`src/rtl/comp_pkg.sv`:
```
// Shared encodings for the bit-serial magnitude comparator: FSM states and
// one-hot {eq,lt,gt} result codes.
package comp_pkg;

  localparam logic [1:0] ST_IDLE = 2'd0;
  localparam logic [1:0] ST_SCAN = 2'd1;
  localparam logic [1:0] ST_DONE = 2'd2;

  // Result codes are packed as {eq, lt, gt}.
  localparam logic [2:0] RES_NONE = 3'b000;
  localparam logic [2:0] RES_EQ   = 3'b100;
  localparam logic [2:0] RES_LT   = 3'b010;
  localparam logic [2:0] RES_GT   = 3'b001;

  // A differing sign bit means the opposite ordering in two's complement.
  function automatic logic [2:0] swap_lt_gt(input logic [2:0] res);
    return {res[2], res[0], res[1]};
  endfunction

endpackage

```
`src/rtl/comp_cell.sv`:
```
// Single-bit magnitude compare cell: one-hot eq/lt/gt for one bit pair.
module comp_cell (
  input  logic a_i,
  input  logic b_i,
  output logic eq_o,
  output logic lt_o,
  output logic gt_o
);

  assign eq_o = (a_i == b_i);
  assign lt_o = ~a_i & b_i;
  assign gt_o = a_i & ~b_i;

endmodule

```
`src/rtl/seq_mag_comp.sv`:
```
// Bit-serial WIDTH-bit magnitude comparator: scans latched operands MSB-first
// through one comp_cell and stops at the first differing bit.
module seq_mag_comp
  import comp_pkg::*;
#(
  parameter int WIDTH  = 8,
  parameter bit SIGNED = 1'b0
) (
  input  logic             clk,
  input  logic             rst_n,
  input  logic             in_valid,
  output logic             in_ready,
  input  logic [WIDTH-1:0] a,
  input  logic [WIDTH-1:0] b,
  output logic             out_valid,
  input  logic             out_ready,
  output logic             eq,
  output logic             lt,
  output logic             gt,
  output logic             busy
);

  localparam int IDX_W = (WIDTH > 1) ? $clog2(WIDTH) : 1;
  localparam logic [IDX_W-1:0] IDX_MSB = IDX_W'(WIDTH - 1);

  logic [1:0]       state_q, state_d;
  logic [WIDTH-1:0] a_q, a_d;
  logic [WIDTH-1:0] b_q, b_d;
  logic [IDX_W-1:0] idx_q, idx_d;
  logic [2:0]       res_q, res_d;

  logic       cell_eq, cell_lt, cell_gt;
  logic [2:0] cell_res;

  comp_cell u_cell (
    .a_i  (a_q[idx_q]),
    .b_i  (b_q[idx_q]),
    .eq_o (cell_eq),
    .lt_o (cell_lt),
    .gt_o (cell_gt)
  );

  assign cell_res = {cell_eq, cell_lt, cell_gt};

  always_comb begin
    // NOTE: every next-state signal gets its hold value first so no path
    // through the case statement can infer a latch.
    state_d = state_q;
    a_d     = a_q;
    b_d     = b_q;
    idx_d   = idx_q;
    res_d   = res_q;
    case (state_q)
      ST_IDLE: begin
        if (in_valid) begin
          a_d     = a;
          b_d     = b;
          idx_d   = IDX_MSB;
          state_d = ST_SCAN;
        end
      end
      ST_SCAN: begin
        if (!cell_eq) begin
          res_d   = (SIGNED && (idx_q == IDX_MSB)) ? swap_lt_gt(cell_res) : cell_res;
          state_d = ST_DONE;
        end else if (idx_q == '0) begin
          res_d   = RES_EQ;
          state_d = ST_DONE;
        end else begin
          idx_d = idx_q - IDX_W'(1);
        end
      end
      ST_DONE: begin
        if (out_ready) begin
          res_d   = RES_NONE;
          state_d = ST_IDLE;
        end
      end
      default: begin
        res_d   = RES_NONE;
        state_d = ST_IDLE;
      end
    endcase
  end

  // NOTE: state registers use non-blocking assignments so every flop samples
  // the pre-edge values regardless of block evaluation order.
  always_ff @(posedge clk or negedge rst_n) begin
    if (!rst_n) begin
      state_q <= ST_IDLE;
      a_q     <= '0;
      b_q     <= '0;
      idx_q   <= '0;
      res_q   <= RES_NONE;
    end else begin
      state_q <= state_d;
      a_q     <= a_d;
      b_q     <= b_d;
      idx_q   <= idx_d;
      res_q   <= res_d;
    end
  end

  assign in_ready  = (state_q == ST_IDLE);
  assign out_valid = (state_q == ST_DONE);
  assign busy      = (state_q != ST_IDLE);
  assign eq        = res_q[2];
  assign lt        = res_q[1];
  assign gt        = res_q[0];

endmodule
```
`config.mk`:
```
export PLATFORM = sky130hd
export DESIGN_NAME = seq_mag_comp
export DESIGN_NICKNAME = d
export VERILOG_FILES = /design/src/rtl/comp_pkg.sv /design/src/rtl/comp_cell.sv /design/src/rtl/seq_mag_comp.sv
export SDC_FILE = /design/constraint.sdc
export NUM_CORES = 1
export LEC_CHECK = 0
export ABC_AREA = 1
export CAP_MARGIN = 20
export CORE_UTILIZATION = 50
export CTS_CLUSTER_SIZE = 30
export DETAILED_ROUTE_END_ITERATION = 8
export HOLD_SLACK_MARGIN = 0.02
export PLACE_DENSITY = 0.78
export SKIP_LAST_GASP = 1
export SLEW_MARGIN = 5
export SYNTH_ARGS = -nofsm -noshare
export SYNTH_HDL_FRONTEND = slang
export SYNTH_HIERARCHICAL = 1
export SYNTH_SLANG_ARGS = --single-unit
```
`constraint.sdc`:
```
create_clock -name clk -period 2.4 [get_ports clk]
set_input_delay 0.36 -clock clk [delete_from_list [all_inputs] [get_ports clk]]
set_output_delay 0.36 -clock clk [all_outputs]
set_load 0.02 [all_outputs]
```
---- Word level (Yosys, flattened, before mapping) ----
Cells that the tools add are included.
operators by class
  mux-type cells .......................... 17
  magnitude comparators ................... 1
  bitwise gates (word level) .............. 5
  reductions and logical operators ........ 8
  equal/unequal tests ..................... 8
  $add $sub $neg .......................... 1
operators with widths
  kind                                                                           count
  3-bit 2-to-1 mux                                                               6
  3-bit case mux with 3 select lines                                             1
  2-bit 2-to-1 mux                                                               4
  1-bit binary-select mux with 3-bit select                                      2
  2-bit != test (second input constant)                                          3
  2-bit case mux with 3 select lines                                             1
  3-bit case mux with 2 select lines                                             1
  3-bit AND reduction                                                            2
  3-bit by 4-bit less-than comparator with 1-bit output (second input constant)  1
  4-bit AND reduction                                                            1
  2-bit nonzero test                                                             2
  3-bit zero test                                                                1
  3-bit != test (second input constant)                                          1
  1-bit inverter                                                                 3
  3-bit by 1-bit subtractor with 3-bit output (second input constant)            1
  1-bit AND                                                                      2
  2-bit by 1-bit equality test with 1-bit output (second input constant)         1
  2-bit equality test (second input constant)                                    1
  2-bit zero test                                                                1
  1-bit 2-to-1 mux                                                               2
  2-bit by 1-bit != test with 1-bit output (second input constant)               1
  2-bit AND reduction                                                            1
  1-bit equality test                                                            1
word-level totals
  input bits .............................. 20
  word-level logic and storage cells ...... 45
  output and inout port bits .............. 6
  register bits after elaboration ......... 24

---- Longest topological paths before layout ----
  depth after elaboration ................. 6
  depth in mapped cells ................... 14
  mapped depth without buffers ............ 13

---- Modules after synthesis ----
Netlist, hierarchy kept.
by module, submodules not included
  module        cells an instance  instances  area an instance (µm²)
  seq_mag_comp  165                1          1253.7
  comp_cell     4                  1          32.5

---- Worst setup path before layout ----
OpenSTA, ideal clock, no wires.
  path type ............................... register -> register
  from .................................... register idx_q[0]
  to ...................................... register idx_q[2]
  slack ................................... 0.580 ns
  path buffers ............................ 1
  stages on the path, launching flop included .. 15
  data arrival time ....................... 1.702 ns
  cells stage by stage .................... dfrtp_1 buf_2 nor2_1 nor2_1 nand2_1 nand2_1 nand2_1 nand2_1 inv_1 ha_1 inv_1 a21oi_1 nand3_2 nand2_1 nand2_1
on the way
  word-level cells in the longest chain between the ends .. 5
  elaborated cells on any way between the ends .. 13
  classes of those cells .................. add/sub (1); eq/ne (3); mux (7); reduce/logical (2)
ends and longest elaborated chain
  item                                                          line                                    text
  from (decl)                                                   seq_mag_comp.sv:29                      logic [IDX_W-1:0] idx_q, idx_d;
  from (signal assigned)                                        seq_mag_comp.sv:99                      idx_q <= idx_d;
  1-bit binary-select mux with 3-bit select (on tied branches)  seq_mag_comp.sv:36, seq_mag_comp.sv:37
  1-bit 2-to-1 mux (on tied branches)                           seq_mag_comp.sv:36, seq_mag_comp.sv:37
  1-bit equality test *                                         comp_cell.sv:10                         assign eq_o = (a_i == b_i);
  net cell_eq                                                   seq_mag_comp.sv:32                      logic cell_eq, cell_lt, cell_gt;
  2-bit != test (no source line) *                              --
  4-bit AND reduction (no source line) *                        --
Mark *: on every way through the listed nets, which the timed path passes. The rest lies on a longest branch. The select of a mux whose other input is x is not followed.
A chain may end at the register's enable or synchronous reset.

---- Worst setup path after layout ----
Ends and elaborated chain as after synthesis.

==> impl_metrics.env <==
export IMPL_layout_drive_gt1_share_pct=6.15
export IMPL_synth_top_area_cell="dfrtp_1"
export IMPL_syn_inst=169
export IMPL_cts_tree="yes"
export IMPL_dpl_hpwl_um=1750
export IMPL_yosys_mux_area_fraction_pct=0
export IMPL_syn_area_um2=1290
export IMPL_finClkSkew_ps=2.13
export IMPL_yosys_area_share_xor_xnor_pct=0
export IMPL_synth_top_area_share_pct=46.7
export IMPL_cts_sinks=24
export IMPL_grt_max_degree=31
export IMPL_ys_async_sr_fraction_pct=100
export IMPL_fp_dieArea_um2=2780
export IMPL_drc_errors=0
export IMPL_hold_viol_final=0
export IMPL_p_sw_w=0.000913
export IMPL_slowest_delay_ps=370
export IMPL_vias_per_cell=4.78
export IMPL_slew_headroom_pct=75.7
export IMPL_post_cts_buffers=0
export IMPL_numCtsBuffers=3
export IMPL_grt_setup_unrepaired="false"
export IMPL_timing_final_max_slew_violations=0
export IMPL_drv_cap=0
export IMPL_p_int_w=0.00119
export IMPL_seq_power_share_pct=33.1
export IMPL_synth_compound_area_share_pct=6.23
export IMPL_finalCritPeriodShare_pct=86.0
export IMPL_clockBufferDepth=2
export IMPL_fin_cells=225
export IMPL_path_cells="clkinv_1 -> nand2_1 -> nand3_1 -> nand2_1 -> nand2_1 -> nand2_1 -> inv_1 -> ha_1 -> inv_1 -> a21oi_1 -> nand3_2 -> nand2_1 -> nand2_1"
export IMPL_vias=1075
export IMPL_cts_hold_buf=0
export IMPL_power_density_nw_per_um2=1320
export IMPL_synth_yosys_seq_area_share_pct=46.7
export IMPL_fin_hold_ws_ps=384
export IMPL_drt_pre_antenna_iters=4
export IMPL_crit_type="reg -> reg"
export IMPL_yosys_warnings=6
export IMPL_cts_resized=0
export IMPL_synth_most_common_cell="nand2_1"
export IMPL_pwr_share_comb_pct=52.9
export IMPL_pwr_share_clk_pct=14.0
export IMPL_grt_pass1_vias=1009
export IMPL_critPathCaptureType="register"
export IMPL_place_gp_congestion=0.861
export IMPL_ant_nets=0
export IMPL_h_tree_depth=1
export IMPL_cts_root_buffer="clkbuf_4"
export IMPL_die_x_um=52.7
export IMPL_grt_overflow=0
export IMPL_core_area_um2=2450
export IMPL_track_usage_pct=20.4
export IMPL_die_y_um=52.7
export IMPL_first_iter_violations=19
export IMPL_finalSetupTns_ps=0
export IMPL_ios=26
export IMPL_crit_path_max_fanout=9
export IMPL_clk_insertion_delay_late_ps=310
export IMPL_min_period_ps=2060
export IMPL_fin_area_um2=1600
export IMPL_n_fill_cell=241
export IMPL_synth_edf_count=0
export IMPL_synth_area_top_cells="dfrtp_1 (47%), nand2_1 (15%), inv_1 (7.6%), a21oi_1 (5.8%), nor2_1 (5.8%)"
export IMPL_synth_top_family_by_area="simple AND/OR/NAND/NOR gates"
export IMPL_ir_drop_v=0.000827
export IMPL_cp_slowest_cell="dfrtp_1"
export IMPL_antenna_found_initial=0
export IMPL_grt_first_pass_wirelength_um=4170
export IMPL_max_clock_freq_mhz=485
export IMPL_synth_adder_area_share_pct=3.89
export IMPL_syn_to_final_growth_pct=24.0
export IMPL_synth_commonest_cells="nand2_1 (50), inv_1 (26), dfrtp_1 (24)"
export IMPL_wl_per_cell_um=10.3
export IMPL_leakage_nw=0.847
export IMPL_fin_total_pwr_w=0.00210
export IMPL_port_buffers=25
export IMPL_placed_cells=221
export IMPL_synthSimpleGateAreaFrac_pct=31.4
export IMPL_hp_class="in -> async"
export IMPL_cpMostUsedCell="nand2_1"
export IMPL_diodes=0
export IMPL_drt_wl_total_um=2320
export IMPL_final_nets=220
export IMPL_synth_nets=193
export IMPL_p_sw_share_pct=43.4
export IMPL_rows=18
export IMPL_crit_required_ps=2620
export IMPL_synth_seq_cells=24
export IMPL_worst_pin_slew_ps=362
export IMPL_yosysUniqueCellTypes=20
export IMPL_dpl_cell_area_um2=1540
export IMPL_start_util_pct=52.4
export IMPL_status="finished clean"
export IMPL_finalSetupViolCount=0
export IMPL_synthFlopType="dfrtp_1"
export IMPL_clk_pin_slew_ps=140
export IMPL_avgSynthCellArea_um2=7.61
export IMPL_critPathArrivalTime_ps=2280
export IMPL_cp_start_kind="register"
-- critical path, delay by kind of cell (launching register included) --
kind            cells  cell delay (ps)
compound gates      1              280
fa+ha+maj           1              320
buf+inv             3              310
flops               1              370
simple gates        8              680
-- final timing paths --
check / startpoint / to / slack [ps] / cells after the start
max in group asynchronous: rst_n / b_q[0] / 1780 / 2
min in group clk: res_q[0] / res_q[0] / 480 / 2
worst max-delay path: idx_q[0] / idx_q[2] / 340 / 13
worst min-delay path: rst_n / res_q[1] / 380 / 2
worst min register to register: res_q[0] / res_q[0] / 480 / 2
worst max register to register: idx_q[0] / idx_q[2] / 340 / 13
-- layout make-up --
class	count	area [um^2]	share of cell area (%)
clock buffers	3	22.5	1.41
clock inverters	1	30.0	1.88
inverters	28	105	6.59
multi-input cells	112	534	33.5
flip-flops and latches	24	601	37.6
well taps	30	37.5	2.35
repair buffers	27	265	16.6
-- power groups by stage --
stage          Sequential [W]  Combinational (W)  Clock (W)
2_1_floorplan        0.000687           0.000875          0
4_1_cts              0.000698            0.00113   0.000303
6_report             0.000697            0.00111   0.000294
3_3_place_gp         0.000701            0.00109          0
5_1_grt              0.000717            0.00131   0.000319
3_5_place_dp         0.000708            0.00112          0
-- metal layers --
layer,vias up,track usage [%],wire length (um)
met5,-,0,0
met4,0,7.89,20
met3,2,2.90,73
met2,16,34.2,1120
met1,489,26.1,1110
li1,568,-,-
-- state kept, by name, summed over array words and instances, names as in the netlist --
name	flops
state_q	2
b_q	8
res_q	3
a_q	8
idx_q	3
-- through the flow --
stage               setup slack [ps]  utilization (%)
floorplan                        580                -
global placement                 470             62.8
detailed placement               359             62.8
CTS                              325             65.0
global route                    52.6             65.0
finish                           337             65.0
-- cell families after synthesis --
group / after synthesis
buf+inv: 33
flops: 24
simple gates: 92
compound gates: 16
fa+ha+maj: 4
-- placed cells by master, fill, tap and decap left out --
cell type and n:
nand3b_1 1, clkinv_1 1, a21oi_1 15, nand2_1 50, clkdlybuf4s50_1 25, nand2_2 1
inv_1 26, ha_1 4, dfrtp_1 24, buf_4 2, nand3_2 1, inv_2 1
nor3_1 1, bufinv_16 1, nor2_4 2, nand3_1 12, nand2_4 1, o21ai_0 1
clkbuf_4 3, nor2_1 20, nand4_1 3
(Power assumes the default switching activity.)
